`config.mk`:
```
export PLATFORM = sky130hd
export DESIGN_NAME = seg_scan_mux
export DESIGN_NICKNAME = d
export VERILOG_FILES = /design/src/rtl/seg_pkg.sv /design/src/rtl/seg_hex_decode.sv /design/src/rtl/seg_scan_mux.sv
export SDC_FILE = /design/constraint.sdc
export NUM_CORES = 1
export LEC_CHECK = 0
export ABC_AREA = 1
export CELL_PAD_IN_SITES_DETAIL_PLACEMENT = 2
export CELL_PAD_IN_SITES_GLOBAL_PLACEMENT = 2
export CORE_ASPECT_RATIO = 0.7
export CORE_MARGIN = 3
export CORE_UTILIZATION = 31
export CTS_CLUSTER_DIAMETER = 50
export CTS_CLUSTER_SIZE = 16
export DETAILED_ROUTE_END_ITERATION = 16
export GPL_TIMING_DRIVEN = 0
export PLACE_DENSITY_LB_ADDON = 0.1
export SYNTH_ARGS = -nofsm -noshare
export SYNTH_HDL_FRONTEND = slang
export SYNTH_SLANG_ARGS = --single-unit
```
`constraint.sdc`:
```
create_clock -name clk -period 1.9 [get_ports clk]
set_input_delay 0.19 -clock clk [delete_from_list [all_inputs] [get_ports clk]]
set_output_delay 0.19 -clock clk [all_outputs]
set_load 0.01 [all_outputs]
```
`src/rtl/seg_pkg.sv`:
```
// seg_pkg: shared constants for the seven-segment scan multiplexer.
//   NUM_DIGITS : digits scanned per frame
//   SEG_OFF    : all segments dark (active-low)
//   AN_OFF     : all anodes deselected (active-low)
//   HEX_SEG    : hex nibble -> active-low segment pattern {g,f,e,d,c,b,a}
package seg_pkg;

  localparam int         NUM_DIGITS = 4;
  localparam logic [6:0] SEG_OFF    = 7'b1111111;
  localparam logic [3:0] AN_OFF     = 4'b1111;

  // Entry n sits at HEX_SEG[n]; the concatenation lists F down to 0.
  localparam logic [15:0][6:0] HEX_SEG = {
    7'b0001110,  // F
    7'b0000110,  // E
    7'b0100001,  // d
    7'b1000110,  // C
    7'b0000011,  // b
    7'b0001000,  // A
    7'b0010000,  // 9
    7'b0000000,  // 8
    7'b1111000,  // 7
    7'b0000010,  // 6
    7'b0010010,  // 5
    7'b0011001,  // 4
    7'b0110000,  // 3
    7'b0100100,  // 2
    7'b1111001,  // 1
    7'b1000000   // 0
  };

endpackage

```
`src/rtl/seg_hex_decode.sv`:
```
// seg_hex_decode: combinational hex nibble to seven-segment decoder.
//   nibble_i : hex value 0..F
//   seg_o    : active-low segments, seg_o[0]=a .. seg_o[6]=g
module seg_hex_decode
  import seg_pkg::*;
(
  input  logic [3:0] nibble_i,
  output logic [6:0] seg_o
);

  assign seg_o = HEX_SEG[nibble_i];

endmodule

```
`src/rtl/seg_scan_mux.sv`:
```
// seg_scan_mux: time-multiplexed driver for a 4-digit common-anode display.
// A slot counter (DIV = CLK_FREQ/REFRESH_HZ cycles) steps a digit index 0..3;
// a new frame is captured by 'load' into a pending bank and promoted to the
// displayed (active) bank only at the frame boundary, so a frame never tears.
//   clk, rst     : clock, synchronous active-high reset
//   load         : one-cycle strobe capturing digits_in/dp_in/en_in
//   digits_in    : four hex nibbles, nibble k -> digit k (digit 0 = an[0])
//   dp_in, en_in : per-digit decimal point (1 = lit) and enable (0 = dark)
//   seg, dp, an  : registered active-low segment / point / anode drives
//   frame_done   : one-cycle pulse in the cycle after each frame boundary
// Build option: define SEG_SCAN_BLANK_EN to dark the anodes and decimal point
// for the first BLANK_CYCLES counts of every slot (anti-ghosting).
module seg_scan_mux
  import seg_pkg::*;
#(
  parameter int CLK_FREQ     = 100_000_000,
  parameter int REFRESH_HZ   = 1000,
  parameter int BLANK_CYCLES = 16
) (
  input  logic        clk,
  input  logic        rst,
  input  logic        load,
  input  logic [15:0] digits_in,
  input  logic [3:0]  dp_in,
  input  logic [3:0]  en_in,
  output logic [6:0]  seg,
  output logic        dp,
  output logic [3:0]  an,
  output logic        frame_done
);

  localparam int             DIV     = CLK_FREQ / REFRESH_HZ;
  localparam int             CW      = (DIV > 2) ? $clog2(DIV) : 1;
  localparam logic [CW-1:0]  CNT_MAX = CW'(DIV - 1);
  localparam logic [1:0]     IDX_MAX = 2'(NUM_DIGITS - 1);

  if (DIV < 2 || BLANK_CYCLES >= DIV) begin : g_bad_cfg
    $error("seg_scan_mux: need DIV >= 2 and BLANK_CYCLES < DIV");
  end

  logic [CW-1:0] cnt_q;
  logic [1:0]    idx_q;
  logic [15:0]   pend_dig_q, act_dig_q;
  logic [3:0]    pend_dp_q, act_dp_q, pend_en_q, act_en_q;
  logic          pend_q;
  logic [6:0]    seg_q;
  logic          dp_q, fd_q;
  logic [3:0]    an_q;

  logic          boundary, blank, lit, dp_d;
  logic [3:0]    cur_nib, an_d;
  logic [6:0]    seg_d;

  seg_hex_decode u_dec (
    .nibble_i (cur_nib),
    .seg_o    (seg_d)
  );

  always_comb begin
    boundary = (cnt_q == CNT_MAX) && (idx_q == IDX_MAX);
    cur_nib  = act_dig_q[idx_q*4 +: 4];
`ifdef SEG_SCAN_BLANK_EN
    blank    = int'(cnt_q) < BLANK_CYCLES;
`else
    blank    = 1'b0;
`endif
    lit      = act_en_q[idx_q] && !blank;
    an_d     = AN_OFF;
    if (lit) an_d[idx_q] = 1'b0;
    dp_d     = lit ? ~act_dp_q[idx_q] : 1'b1;
  end

  always_ff @(posedge clk) begin
    if (rst) begin
      cnt_q      <= '0;
      idx_q      <= '0;
      pend_dig_q <= '0;
      pend_dp_q  <= '0;
      pend_en_q  <= '0;
      pend_q     <= 1'b0;
      act_dig_q  <= '0;
      act_dp_q   <= '0;
      act_en_q   <= '0;
      seg_q      <= SEG_OFF;
      dp_q       <= 1'b1;
      an_q       <= AN_OFF;
      fd_q       <= 1'b0;
    end else begin
      if (cnt_q == CNT_MAX) begin
        cnt_q <= '0;
        idx_q <= (idx_q == IDX_MAX) ? 2'd0 : idx_q + 2'd1;
      end else begin
        cnt_q <= cnt_q + 1'b1;
      end

      fd_q  <= boundary;
      seg_q <= seg_d;
      dp_q  <= dp_d;
      an_q  <= an_d;

      // A load landing on the boundary bypasses the pending bank entirely.
      if (load && boundary) begin
        act_dig_q <= digits_in;
        act_dp_q  <= dp_in;
        act_en_q  <= en_in;
        pend_q    <= 1'b0;
      end else if (load) begin
        pend_dig_q <= digits_in;
        pend_dp_q  <= dp_in;
        pend_en_q  <= en_in;
        pend_q     <= 1'b1;
      end else if (boundary && pend_q) begin
        act_dig_q <= pend_dig_q;
        act_dp_q  <= pend_dp_q;
        act_en_q  <= pend_en_q;
        pend_q    <= 1'b0;
      end
    end
  end

  assign seg        = seg_q;
  assign dp         = dp_q;
  assign an         = an_q;
  assign frame_done = fd_q;

endmodule

```
==> flow_summary_export.csv <==
group,metric,value,unit
sta,fin_skew,0.00592,ns
worst_setup_path,timing.rr.start,"idx_q[0]",
global_routing,grt_pass1_wl,22400,um
clock_tree,clock-sinks,81,
worst_setup_path,worst-r2r-setup-slack,-0.09,ns
synthesis,synth_edf_count,0,
finish,antennaDiodeCount,0,
clock_tree,clk_latency,0.34,ns
finish,fillerInstances,1455,
synthesis,syn_inst,609,
clock_tree,cts_buffer_depth,2,
die,core,12100,sq um
routing,vias_per_cell,4.83,
outcome,status,"finished with violations",
synthesis,syn_area_per_cell,6.54,sq um
power,powerDensity,726,nW/um^2
sta,fmax,503,MHz
sta,hold_viol_final,0,
routing,vias,4070,
die,die-area,14300,sq um
worst_setup_path,cp_common_cell,"a21oi_1",
synthesis,synth_warnings,0,
die,ios,40,
synthesis,synth_area,3980,sq um
synthesis,syn_nets,647,
global_routing,grt_overflow_total,0,
sta,rsz0062_at_grt,"yes",
sta,slew_headroom,60.5,%
power,report.power.total,3790,uW
routing,initialDrtViolationCount,155,
worst_hold_path,hold_depth,3,
sta,finalWorstSetupSlack,-0.0899,ns
place,port-buffer-count,38,
worst_setup_path,worstPathArrival,2.27,ns
worst_setup_path,endpoint_kind,"flip-flop",
routing,drc,0,
worst_setup_path,critical_path.startpoint_type,"flip-flop",
worst_setup_path,worst-path-buf-inv,2,
clock_tree,clkSlewWorstSetupHoldPaths,0.06,ns
worst_setup_path,cp_data_required_time,2.18,ns
routing,wl_per_cell,18.0,um
sta,fin_crit,1.99,ns
sta,fin_crit_sh,105,%
power,ir_worst_vdd,0.482,mV
worst_setup_path,rr_worst_depth,9,
finish,drive_gt1_share,15.0,%
synthesis,ys_ff_latch,81,
finish,finalNetCount,718,
routing,wl,15100,um
global_routing,grt_pass1_vias,4407,
clock_tree,cts_tree,"done",
sta,worst_pin_slew,0.593,ns
place,placedCellCount,804,
routing,postRouteAntennaNets,0,
worst_setup_path,cpMaxStageDelayCell,"dfxtp_2",
worst_setup_path,startpoint,"idx_q[0]",
worst_setup_path,crit_end,"seg[0]",
finish,fin_util,43.0,%
worst_setup_path,crit_fanout,10,
finish,stdcell_count,842,
global_routing,grt_usage,20.0,%
job,max_cap_viol_count,0,
worst_setup_path,crit_type,"flip-flop to flip-flop",
place,place_area,4560,sq um
global_routing,antenna_found_initial,0,
global_routing,grt_max_degree,14,
place,dp_hpwl,9690,um
die,start_util,32.8,%
routing,firstDrtPassIters,4,
clock_tree,cts_made_buffers,9,
synthesis,async_flop_share,0,%
worst_setup_path,reg2reg_to,"seg[0]",
sta,maxSlewViolCount,0,
finish,fin_area,5220,sq um
sta,setup_viol,4,
place,gp_congestion,0.809,
sta,whs,0.421,ns
worst_hold_path,hold_path_class,"input pin to flip-flop",
die,die-height,101,um
clock_tree,ctsRootBufferMaster,"clkbuf_16",
clock_tree,cts_max_level,3,
finish,area_growth_syn_to_layout,31.1,%
outcome,failed_checks,"setup timing",
die,die_w,141,um
synthesis,synth-main-ff-cell,"dfxtp_1",
worst_setup_path,path_depth,9,
die,num_rows,33,
synthesis,yosys.cell_types.count,30,
synthesis,yosysSeqAreaShare,40.7,%
worst_setup_path,slowest_delay,0.36,ns
power,p_leak,0.00258,uW
worst_setup_path,cp_cell_sequence,"buf_6 > a21oi_1 > o21ai_4 > nand2_4 > ha_2 > inv_2 > a21oi_1 > o21ai_0 > nand3_1",
worst_setup_path,cp_top_family,"compound AO/OA/AOI/OAI gates",
kinds of logic after synthesis:
logic type,synth area share (%)
flip-flops,40.7
AND/OR/NAND/NOR,32.9
XOR/XNOR,1.54
adder cells (fa/ha/maj),3.45
buffers and inverters,12.6
AO/OA/AOI/OAI,8.79
worst min path at each step:
stage                        start         end  slack [ns]
final                         load      pend_q        0.42
after global routing          load      pend_q        0.48
after detailed placement  cnt_q[0]    cnt_q[0]        0.46
after floorplan                rst  frame_done        0.26
after CTS                     load      pend_q        0.41
after global placement    cnt_q[0]    cnt_q[0]        0.43
power breakdown:
group	total, uW	leakage (uW)	internal (uW)	switching (uW)
sequential	1770	0.000665	1750	26.5
clock	1680	0.000131	955	729
combinational	335	0.00179	143	192
area by class of cell:
class / instances / area (sq um) / share of cell area (%)
Clock buffer: 12 / 256 / 4.91
Inverter: 100 / 385 / 7.38
Multi-Input combinational cell: 405 / 1980 / 37.9
Sequential cell: 81 / 1630 / 31.2
Clock inverter: 4 / 27.5 / 0.527
Timing Repair Buffer: 60 / 563 / 10.8
Buffer: 23 / 181 / 3.47
Tap cell: 157 / 196 / 3.76
metrics by stage:
stage               setup TNS (ns)  setup slack [ns]
global route                 -1.24            -0.131
floorplan                        0             0.210
detailed placement          -10.13            -0.382
global placement             -7.55            -0.243
CTS                              0            0.0100
finish                      -0.230           -0.0899
worst reg2reg max path, delay by kind of cell, from the launching register on:
| family | cells | cell delay, ns |
|---|---|---|
| AOI/OAI and AO/OA | 4 | 0.89 |
| DFF | 1 | 0.36 |
| and+or+nand+nor | 2 | 0.23 |
| adders and majority gates | 1 | 0.22 |
| buffers and inverters | 2 | 0.21 |
flip-flops by register name, summed over array words and instances, names as in the netlist, 2 cells and up:
register	cells
seg	7
cnt_q	17
act_dp_q	4
act_en_q	4
pend_dig_q	16
an	4
pend_en_q	4
pend_dp_q	4
idx_q	2
act_dig_q	16
Yosys cell counts (3+ instances only):
cell / number / area, sq um
inv_2: 6 / 22.5
a21oi_1: 41 / 205
buf_4: 4 / 30.0
clkbuf_1: 9 / 33.8
inv_1: 94 / 353
xor2_1: 6 / 52.6
dfxtp_1: 81 / 1620
nor3_1: 3 / 15.0
nand3_1: 16 / 80.1
ha_1: 11 / 138
o21ai_0: 23 / 115
nor2_1: 80 / 300
or2_2: 3 / 18.8
buf_2: 7 / 35.0
nand2_1: 205 / 769
per-layer routing:
layer / share of wire (%) / track usage (%) / up-vias / wire (um)
met4: 2.0 / 5.83 / 0 / 300
met5: 0 / 0 / - / 0
met1: 44 / 25.5 / 1998 / 6730
met2: 50 / 35.0 / 74 / 7590
li1: - / - / 1973 / -
met3: 3.4 / 3.56 / 25 / 515
cells in the final DEF (no fill, tap or decap), types with 3 or more instances in the layout:
cell	count
clkbuf_1	7
clkinvlp_4	5
ha_1	8
nand3_1	16
dfxtp_2	5
clkbuf_16	10
nand2_1	198
ha_2	3
o21ai_0	14
inv_2	9
nor3_1	3
o21ai_1	5
o21ai_4	3
a21oi_1	38
nand2_2	6
or2_2	3
nor2_2	6
inv_1	88
dfxtp_1	75
buf_6	6
clkdlybuf4s50_1	38
nor2_1	74
buf_4	26
xor2_1	6
repair_timing:
item / 4_1_cts / 5_1_grt
gates resized for setup: 18 / 59
pin swaps: 3 / 8
hold buffers: 0 / 0
setup endpoints to repair: 35 / 60
gates cloned: 0 / 1
setup buffers: 7 / 14
Power figures use the tool's default switching activity.
